### config.mk
export PLATFORM = sky130hd
export DESIGN_NAME = cim_row_sequencer
export DESIGN_NICKNAME = d
export VERILOG_FILES = /design/src/rtl/cim_row_sequencer.sv
export SDC_FILE = /design/constraint.sdc
export NUM_CORES = 1
export LEC_CHECK = 0
export CAP_MARGIN = 20
export CORE_ASPECT_RATIO = 1.4
export CORE_UTILIZATION = 49
export DETAILED_ROUTE_END_ITERATION = 6
export PLACE_DENSITY = 0.77
export SKIP_CTS_REPAIR_TIMING = 1
export SLEW_MARGIN = 15
export SYNTH_ARGS = -nofsm -noshare
export SYNTH_HDL_FRONTEND = slang
export SYNTH_SLANG_ARGS = --single-unit
### constraint.sdc
create_clock -name clk -period 2.1 [get_ports clk]
set_input_delay 0.21 -clock clk [delete_from_list [all_inputs] [get_ports clk]]
set_output_delay 0.21 -clock clk [all_outputs]
set_load 0.01 [all_outputs]
### src/rtl/cim_row_sequencer.sv
// rtl/cim_row_sequencer.sv - word-line sequencer for the CIM array: valid/ready ops, timed pulses, MAC row bursts
`timescale 1ns/1ps
module cim_row_sequencer #(
  parameter int ROWS      = 16,
  parameter int ADDR_W    = $clog2(ROWS),
  parameter int PULSE_CYC = 2,
  parameter int GAP_CYC   = 1
) (
  input  logic              clk,
  input  logic              cs,
  input  logic              req_valid,
  output logic              req_ready,
  input  logic [1:0]        mode,
  input  logic [ADDR_W-1:0] addr,
  input  logic [ADDR_W-1:0] burst_len,
  input  logic [ROWS-1:0]   data,
  output logic [ROWS-1:0]   WL_bar,
  output logic [ROWS-1:0]   WLB_bar,
  output logic [ADDR_W-1:0] cur_row,
  output logic              row_strobe,
  output logic              done,
  output logic              busy
);

  localparam int CNT_MAX = (PULSE_CYC > GAP_CYC) ? PULSE_CYC : GAP_CYC;
  localparam int CNT_W   = (CNT_MAX > 1) ? $clog2(CNT_MAX) : 1;
  localparam logic [CNT_W-1:0] PULSE_LOAD = CNT_W'(PULSE_CYC - 1);
  localparam logic [CNT_W-1:0] GAP_LOAD   = CNT_W'(GAP_CYC - 1);

  typedef enum logic [1:0] {S_IDLE, S_PULSE, S_GAP, S_DONE} state_e;

  state_e            state_q, state_d;
  logic [CNT_W-1:0]  cnt_q, cnt_d;
  logic [ADDR_W-1:0] rem_q, rem_d;
  logic [1:0]        mode_q, mode_d;
  logic [ROWS-1:0]   data_q, data_d;
  logic [ADDR_W-1:0] cur_row_q, cur_row_d;
  logic [ROWS-1:0]   wl_bar_q, wl_bar_d;
  logic [ROWS-1:0]   wlb_bar_q, wlb_bar_d;
  logic              row_strobe_q, row_strobe_d;

  // Returns {WL_bar, WLB_bar} for one pulse of the given mode and row.
  function automatic logic [2*ROWS-1:0] drive_bar(input logic [1:0] m,
                                                  input logic [ADDR_W-1:0] row,
                                                  input logic [ROWS-1:0] pat);
    logic [ROWS-1:0] onehot;
    logic [ROWS-1:0] wl;
    logic [ROWS-1:0] wlb;
    onehot      = '0;
    onehot[row] = 1'b1;
    case (m)
      2'b00:   begin wl = onehot; wlb = onehot; end
      2'b01:   begin wl = onehot; wlb = '0;     end
      2'b10:   begin wl = '0;     wlb = onehot; end
      default: begin wl = pat;    wlb = ~pat;   end
    endcase
    return {~wl, ~wlb};
  endfunction

  always_ff @(posedge clk or negedge cs) begin
    if (!cs) begin
      state_q      <= S_IDLE;
      cnt_q        <= '0;
      rem_q        <= '0;
      mode_q       <= 2'b00;
      data_q       <= '0;
      cur_row_q    <= '0;
      wl_bar_q     <= '1;
      wlb_bar_q    <= '1;
      row_strobe_q <= 1'b0;
    end else begin
      state_q      <= state_d;
      cnt_q        <= cnt_d;
      rem_q        <= rem_d;
      mode_q       <= mode_d;
      data_q       <= data_d;
      cur_row_q    <= cur_row_d;
      wl_bar_q     <= wl_bar_d;
      wlb_bar_q    <= wlb_bar_d;
      row_strobe_q <= row_strobe_d;
    end
  end

  always_comb begin
    state_d      = state_q;
    cnt_d        = cnt_q;
    rem_d        = rem_q;
    mode_d       = mode_q;
    data_d       = data_q;
    cur_row_d    = cur_row_q;
    wl_bar_d     = wl_bar_q;
    wlb_bar_d    = wlb_bar_q;
    row_strobe_d = 1'b0;
    case (state_q)
      S_IDLE: begin
        if (req_valid && req_ready) begin
          mode_d                 = mode;
          data_d                 = data;
          cur_row_d              = addr;
          rem_d                  = (mode == 2'b01 || mode == 2'b10) ? burst_len : '0;
          cnt_d                  = PULSE_LOAD;
          {wl_bar_d, wlb_bar_d}  = drive_bar(mode, addr, data);
          row_strobe_d           = 1'b1;
          state_d                = S_PULSE;
        end
      end
      S_PULSE: begin
        if (cnt_q != '0) begin
          cnt_d = cnt_q - 1'b1;
        end else begin
          wl_bar_d  = '1;
          wlb_bar_d = '1;
          // rem_q can only be non-zero for MAC modes
          if (rem_q != '0) begin
            cnt_d   = GAP_LOAD;
            rem_d   = rem_q - 1'b1;
            state_d = S_GAP;
          end else begin
            state_d = S_DONE;
          end
        end
      end
      S_GAP: begin
        if (cnt_q != '0) begin
          cnt_d = cnt_q - 1'b1;
        end else begin
          cur_row_d              = cur_row_q + 1'b1;
          cnt_d                  = PULSE_LOAD;
          {wl_bar_d, wlb_bar_d}  = drive_bar(mode_q, cur_row_d, data_q);
          row_strobe_d           = 1'b1;
          state_d                = S_PULSE;
        end
      end
      default: state_d = S_IDLE;
    endcase
  end

  always_comb begin
    req_ready  = (state_q == S_IDLE) && cs;
    busy       = (state_q != S_IDLE);
    done       = (state_q == S_DONE);
    WL_bar     = wl_bar_q;
    WLB_bar    = wlb_bar_q;
    cur_row    = cur_row_q;
    row_strobe = row_strobe_q;
  end

endmodule

# Word level (Yosys, flattened, before mapping)
# Cells that the tools add are included.
dict set report word_totals {
  regBits 62
  input_bits 29
  output_inout_bits 40
  wordCells 99
}
dict set report op_classes {
  addsub 3
  order_cmp 4
  n_eq_ne 11
  muxes 43
  bitwise 6
  reduce_logical 23
}
# op count
set op_table {}
lappend op_table {{16-bit 2-to-1 mux} 13}
lappend op_table {{16-bit case mux with 2 select lines} 4}
lappend op_table {{16-bit inverter} 6}
lappend op_table {{16-bit case mux with 3 select lines} 2}
lappend op_table {{4-bit 2-to-1 mux} 6}
lappend op_table {{4-bit case mux with 2 select lines} 2}
lappend op_table {{4-bit by 5-bit less-than comparator with 1-bit output (second input constant)} 2}
lappend op_table {{1-bit demux with 4-bit select} 2}
lappend op_table {{2-bit equality test (second input constant)} 4}
lappend op_table {{4-bit by 1-bit >= comparator with 1-bit output (second input constant)} 2}
lappend op_table {{1-bit 2-to-1 mux} 8}
lappend op_table {{2-bit inequality test (second input constant)} 4}
lappend op_table {{4-bit AND reduction} 2}
lappend op_table {{2-bit OR reduction} 4}
lappend op_table {{2-bit by 1-bit equality test with 1-bit output (second input constant)} 3}
lappend op_table {{2-bit logical NOT} 3}
lappend op_table {{2-bit 2-to-1 mux} 3}
lappend op_table {{2-bit case mux with 3 select lines} 1}
lappend op_table {{3-bit AND reduction} 2}
lappend op_table {{2-bit nonzero test} 3}
lappend op_table {{4-bit by 1-bit adder with 4-bit output (second input constant)} 1}
lappend op_table {{1-bit logical AND} 4}
lappend op_table {{2-bit AND reduction} 2}
lappend op_table {{4-bit nonzero test} 1}
lappend op_table {{6 further kinds} 6}

# Logic depth before layout (Yosys ltp)
dict set report depth {
  word_depth 11
  depth_mapped 9
}

# Least setup slack after synthesis
# No wires, ideal clock.
dict set report synth_path {
  path_kind {register to register}
  start {reg state_q[0]}
  end {reg wlb_bar_q[4] (netlist: WLB_bar[4])}
  setup_time_ns 0.080
  t_arrival_ns 1.955
  t_required_ns 2.020
  slack_ns 0.064
  stages_incl_launch_ff 9
  synth_period_minus_slack_ns 2.036
  cell_sequence {dfrtp_1 -> inv_1 -> ha_1 -> buf_6 -> or4_1 -> clkbuf_2 -> o32ai_1 -> nand2_1 -> o221a_2}
}
dict set report synth_between {
  elab_chain_cells 5
}
# item line_no
set synth_rtl {}
lappend synth_rtl {{start, declared} 32} ;# state_e state_q, state_d;
lappend synth_rtl {{start signal, assigned} 72} ;# state_q <= state_d;
lappend synth_rtl {{2-bit logical NOT} {94, 139}}
lappend synth_rtl {{1-bit logical AND} 139} ;# req_ready = (state_q == S_IDLE) && cs;
lappend synth_rtl {{1-bit logical AND} 96} ;# if (req_valid && req_ready) begin
lappend synth_rtl {{2-bit inequality test (no source line)} n/a}
lappend synth_rtl {{4-bit AND reduction (no source line)} n/a}
lappend synth_rtl {{end signal, assigned} 79} ;# wlb_bar_q <= wlb_bar_d;
lappend synth_rtl {{end, declared} 39} ;# logic [ROWS-1:0] wlb_bar_q, wlb_bar_d;
# Several ways; a longest one is shown, not always the timed one.
# A chain may end at the register's enable or synchronous reset.

# Worst setup path in the final report
dict set report layout_path {
  start {reg state_q[1]}
  end {reg wl_bar_q[10] (netlist: WL_bar[10])}
}
dict set report layout_between {
  elab_chain_cells 5
}
# item line_no
set layout_rtl {}
lappend layout_rtl {{2-bit logical NOT} {94, 139}}
lappend layout_rtl {{1-bit logical AND} 139}
lappend layout_rtl {{1-bit logical AND} 96}
lappend layout_rtl {{2-bit inequality test (no source line)} n/a}
lappend layout_rtl {{4-bit AND reduction (no source line)} n/a}
lappend layout_rtl {{end signal, assigned} 78} ;# wl_bar_q <= wl_bar_d;
lappend layout_rtl {{end, declared} 38} ;# logic [ROWS-1:0] wl_bar_q, wl_bar_d;
# Several ways; a longest one is shown, not always the timed one.

==> results.md <==
* Clk_skew at 0.00377 ns
* Register bit total from synthesis at 62
* Synth warn at 0
* Sink Count at 62
* Clock transition at path regs at 0.05 ns
* Slew @ Worst Pin at 0.743 ns
* Gr usage total at 0.321
* Share of post-route cells with drive strength above 1 at 0.268
* DRT Wirelength at 13.7 mm
* R2R setup slack at 0.07 ns
* Leakage power at 0.00225 µW
* Sequential-to-total area share from yosys stat at 0.377
* Ant. Diodes at 0
* Post-Syn Area at 4220 µm²
* Worst path bufs/invs at 2
* Synth area leaders: dfstp_2 20%, dfrtp_1 18%, mux2_2 4.5%
* Fin nets at 573
* TritonCTS Buffers at 9
* Core Rows at 39
* Setup-failing EPs final at 0
* Die span in x at 80.5 µm
* Cells after Synth at 438
* Pwr dens at 1740 nW/µm²
* # IOs at 69
* Total gr overflow at 0
* Synthesized Nets at 482
* Critical Path Max Stage Delay at 0.38 ns
* Drt via density at 6.55
* WL per Instance at 21.6 µm
* Crit-path cells: buf_4 > ha_1 > o21a_1 > or3_4 > buf_4 > a211o_1 > a2bb2oi_1
* Min Clock Period, post-route at 2.03 ns
* Post-Synthesis Mean Instance Area at 9.64 µm²
* Final hold viol count at 0
* Max-Cap Viols at 0
* Period utilization at 0.968
* H-tree depth at 3
* RSZ-0062 raised after global routing: yes
* Status: finished, final reports clean
* CP dominant cell by count: buf_4
* Area grow syn2layout at 31.4%
* Initial core utilization at 0.512
* Required time of the critical path at 2.36 ns
* Setup slack at placement at -0.296 ns
* HPWL after DPL at 10.3 mm
* CP Class: reg -> reg
* Fillcell total at 662
* Setup WS post-layout at 0.0674 ns
* Setup TNS at 0 ns
* Peak VDD IR at 0.00129 V
* Share of the synthesized area in the top cell type at 0.199
* Vias at 4165
* Area of the core at 8250 µm²
* Rel. slew slack at 0.505
* Fin. max-slew vios at 0
* Maximum achievable frequency at 0.492 GHz
* Gpl congestion at 0.967
* Port bufs at 68
* Clk Latency, worst-skew pair at 0.34 ns
* CTS tree: done
* DRT iter0 DRCs at 499
* Peak fanout along the critical path at 7
* CP Launch Type: register
* Top Family by Delay on Critical Path: compound AO/OA/AOI/OAI gates
* Chip Height at 112 µm
* Primary FF master, synth: dfstp_2
* CTS Root Cell: clkbuf_16
* Min-delay worst type: in -> async
* Clk buf depth at 2
* 1st-pass router iterations at 5
* EDFF count, synth at 0
* Vias in the first global route at 4033
* Largest net degree at the start of global routing at 59
* WP data arrival at 2.29 ns
* Slowest-stage cell, CP: dfrtp_1
* Fraction of registers with async set/reset at 1.00
* Synth area leader: dfstp_2
* Critical Path Sink Type: register
* R2R depth at 7
* Final ANT Viol Nets at 0
* Netlist cell types at 62
* Remaining DRCs at 0
* RR Startpoint: state_q[1]
* First-pass GRT wire length at 21.6 mm
* Die area at 9000 µm²
* FF-to-FF End: WL_bar[10]
* Initial antenna violation count at 0
## sequential cells by signal, summed over array words and instances (netlist names)
signal	flops
WLB_bar	16
WL_bar	16
data_q	16
cur_row	4
rem_q	4
mode_q	2
state_q	2
cnt_q	1
row_strobe	1
## metrics by stage
step / hold WS, ns / utilization / std cells / power, µW / cell area, µm²
final: 0.260 / 0.673 / 636 / 9640 / 5550
after global routing: 0.286 / 0.673 / 636 / 10200 / 5550
after CTS: -0.270 / 0.666 / 635 / 9480 / 5490
after detailed placement: 0.0800 / 0.635 / 619 / 8140 / 5240
after global placement: 0.0756 / 0.635 / 619 / 7960 / 5240
after floorplan: -0.0856 / - / 438 / 5940 / 4220
## per-layer routing
metal	vias up	track usage	share of wire
li1	1881	-	-
met1	2057	0.395	0.40
met2	188	0.541	0.51
met3	39	0.0492	0.055
met4	0	0.149	0.036
met5	-	0	0
## report_power, final
part / internal, µW / switching (µW) / total [µW]
logic: 2780 / 3060 / 5840
registers: 2020 / 455 / 2480
clock network: 796 / 525 / 1320
total: 5600 / 4040 / 9640
## worst max path at each step
stage / from / end / cells past startpoint
floorplan: state_q[0] / WLB_bar[4] / 8
global placement: mode[0] / WL_bar[12] / 5
detailed placement: mode[0] / WL_bar[12] / 5
CTS: state_q[0] / WL_bar[12] / 5
global route: state_q[0] / WLB_bar[1] / 6
finish: state_q[1] / WL_bar[10] / 7
## cells in the final DEF, fill, tap and decap left out, types with 4 or more instances in the layout
cell type and instances:
a211o_1 7, a211oi_1 6, a21o_1 5, a21oi_1 10, a221o_1 8, a221oi_1 11
a22o_1 4, a2bb2oi_1 9, a31oi_1 10, a32o_1 6, and2_1 5, and3b_1 4
buf_4 47, clkbuf_1 5, clkbuf_16 9, clkdlybuf4s50_1 67, dfrtp_1 30, dfstp_2 32
ha_1 14, inv_1 14, mux2_2 17, nand2_1 45, nand2b_1 13, nand3_1 5
nor2_1 22, nor2b_1 10, nor3_1 10, nor4_1 4, o21ai_0 19, o221a_2 13
o221ai_1 5, o311ai_0 4, o32ai_1 13, or2_2 4
## cells by family after synthesis
group | after synthesis | synth area share
AO/OA/AOI/OAI | 151 | 0.299
flip-flops | 62 | 0.377
AND/OR/NAND/NOR | 138 | 0.171
multiplexers | 21 | 0.0557
buffers and inverters | 51 | 0.0524
adder cells (fa/ha/maj) | 15 | 0.0444
## cell type report
class,instances,area (µm²),share of cell area
clock inverters,2,10.0,0.00180
multi-input cells,325,2460,0.444
flip-flops and latches,62,1590,0.287
inverters,14,52.6,0.00947
clock buffers,14,244,0.0440
well taps,102,128,0.0230
repair buffers,117,1060,0.191
## synthesized netlist by cell type, types with 3 or more instances
cell	number
nand2_1	45
dfstp_2	32
dfrtp_1	30
nor2_1	22
clkbuf_1	21
o21ai_0	19
mux2_2	17
ha_1	15
inv_1	14
o32ai_1	14
nand2b_1	13
o221a_2	13
a221oi_1	11
buf_2	11
nor3_1	11
a21oi_1	10
a2bb2oi_1	10
a31oi_1	10
nor2b_1	10
a221o_1	8
a211o_1	7
o311ai_0	7
a211oi_1	6
a32o_1	6
a21o_1	5
and2_1	5
nand3_1	5
o221ai_1	5
a22o_1	4
and3b_1	4
nor4_1	4
or2_2	4
a311o_1	3
and3_1	3
mux2i_1	3
Note: power is estimated with default switching activity, not from simulation.
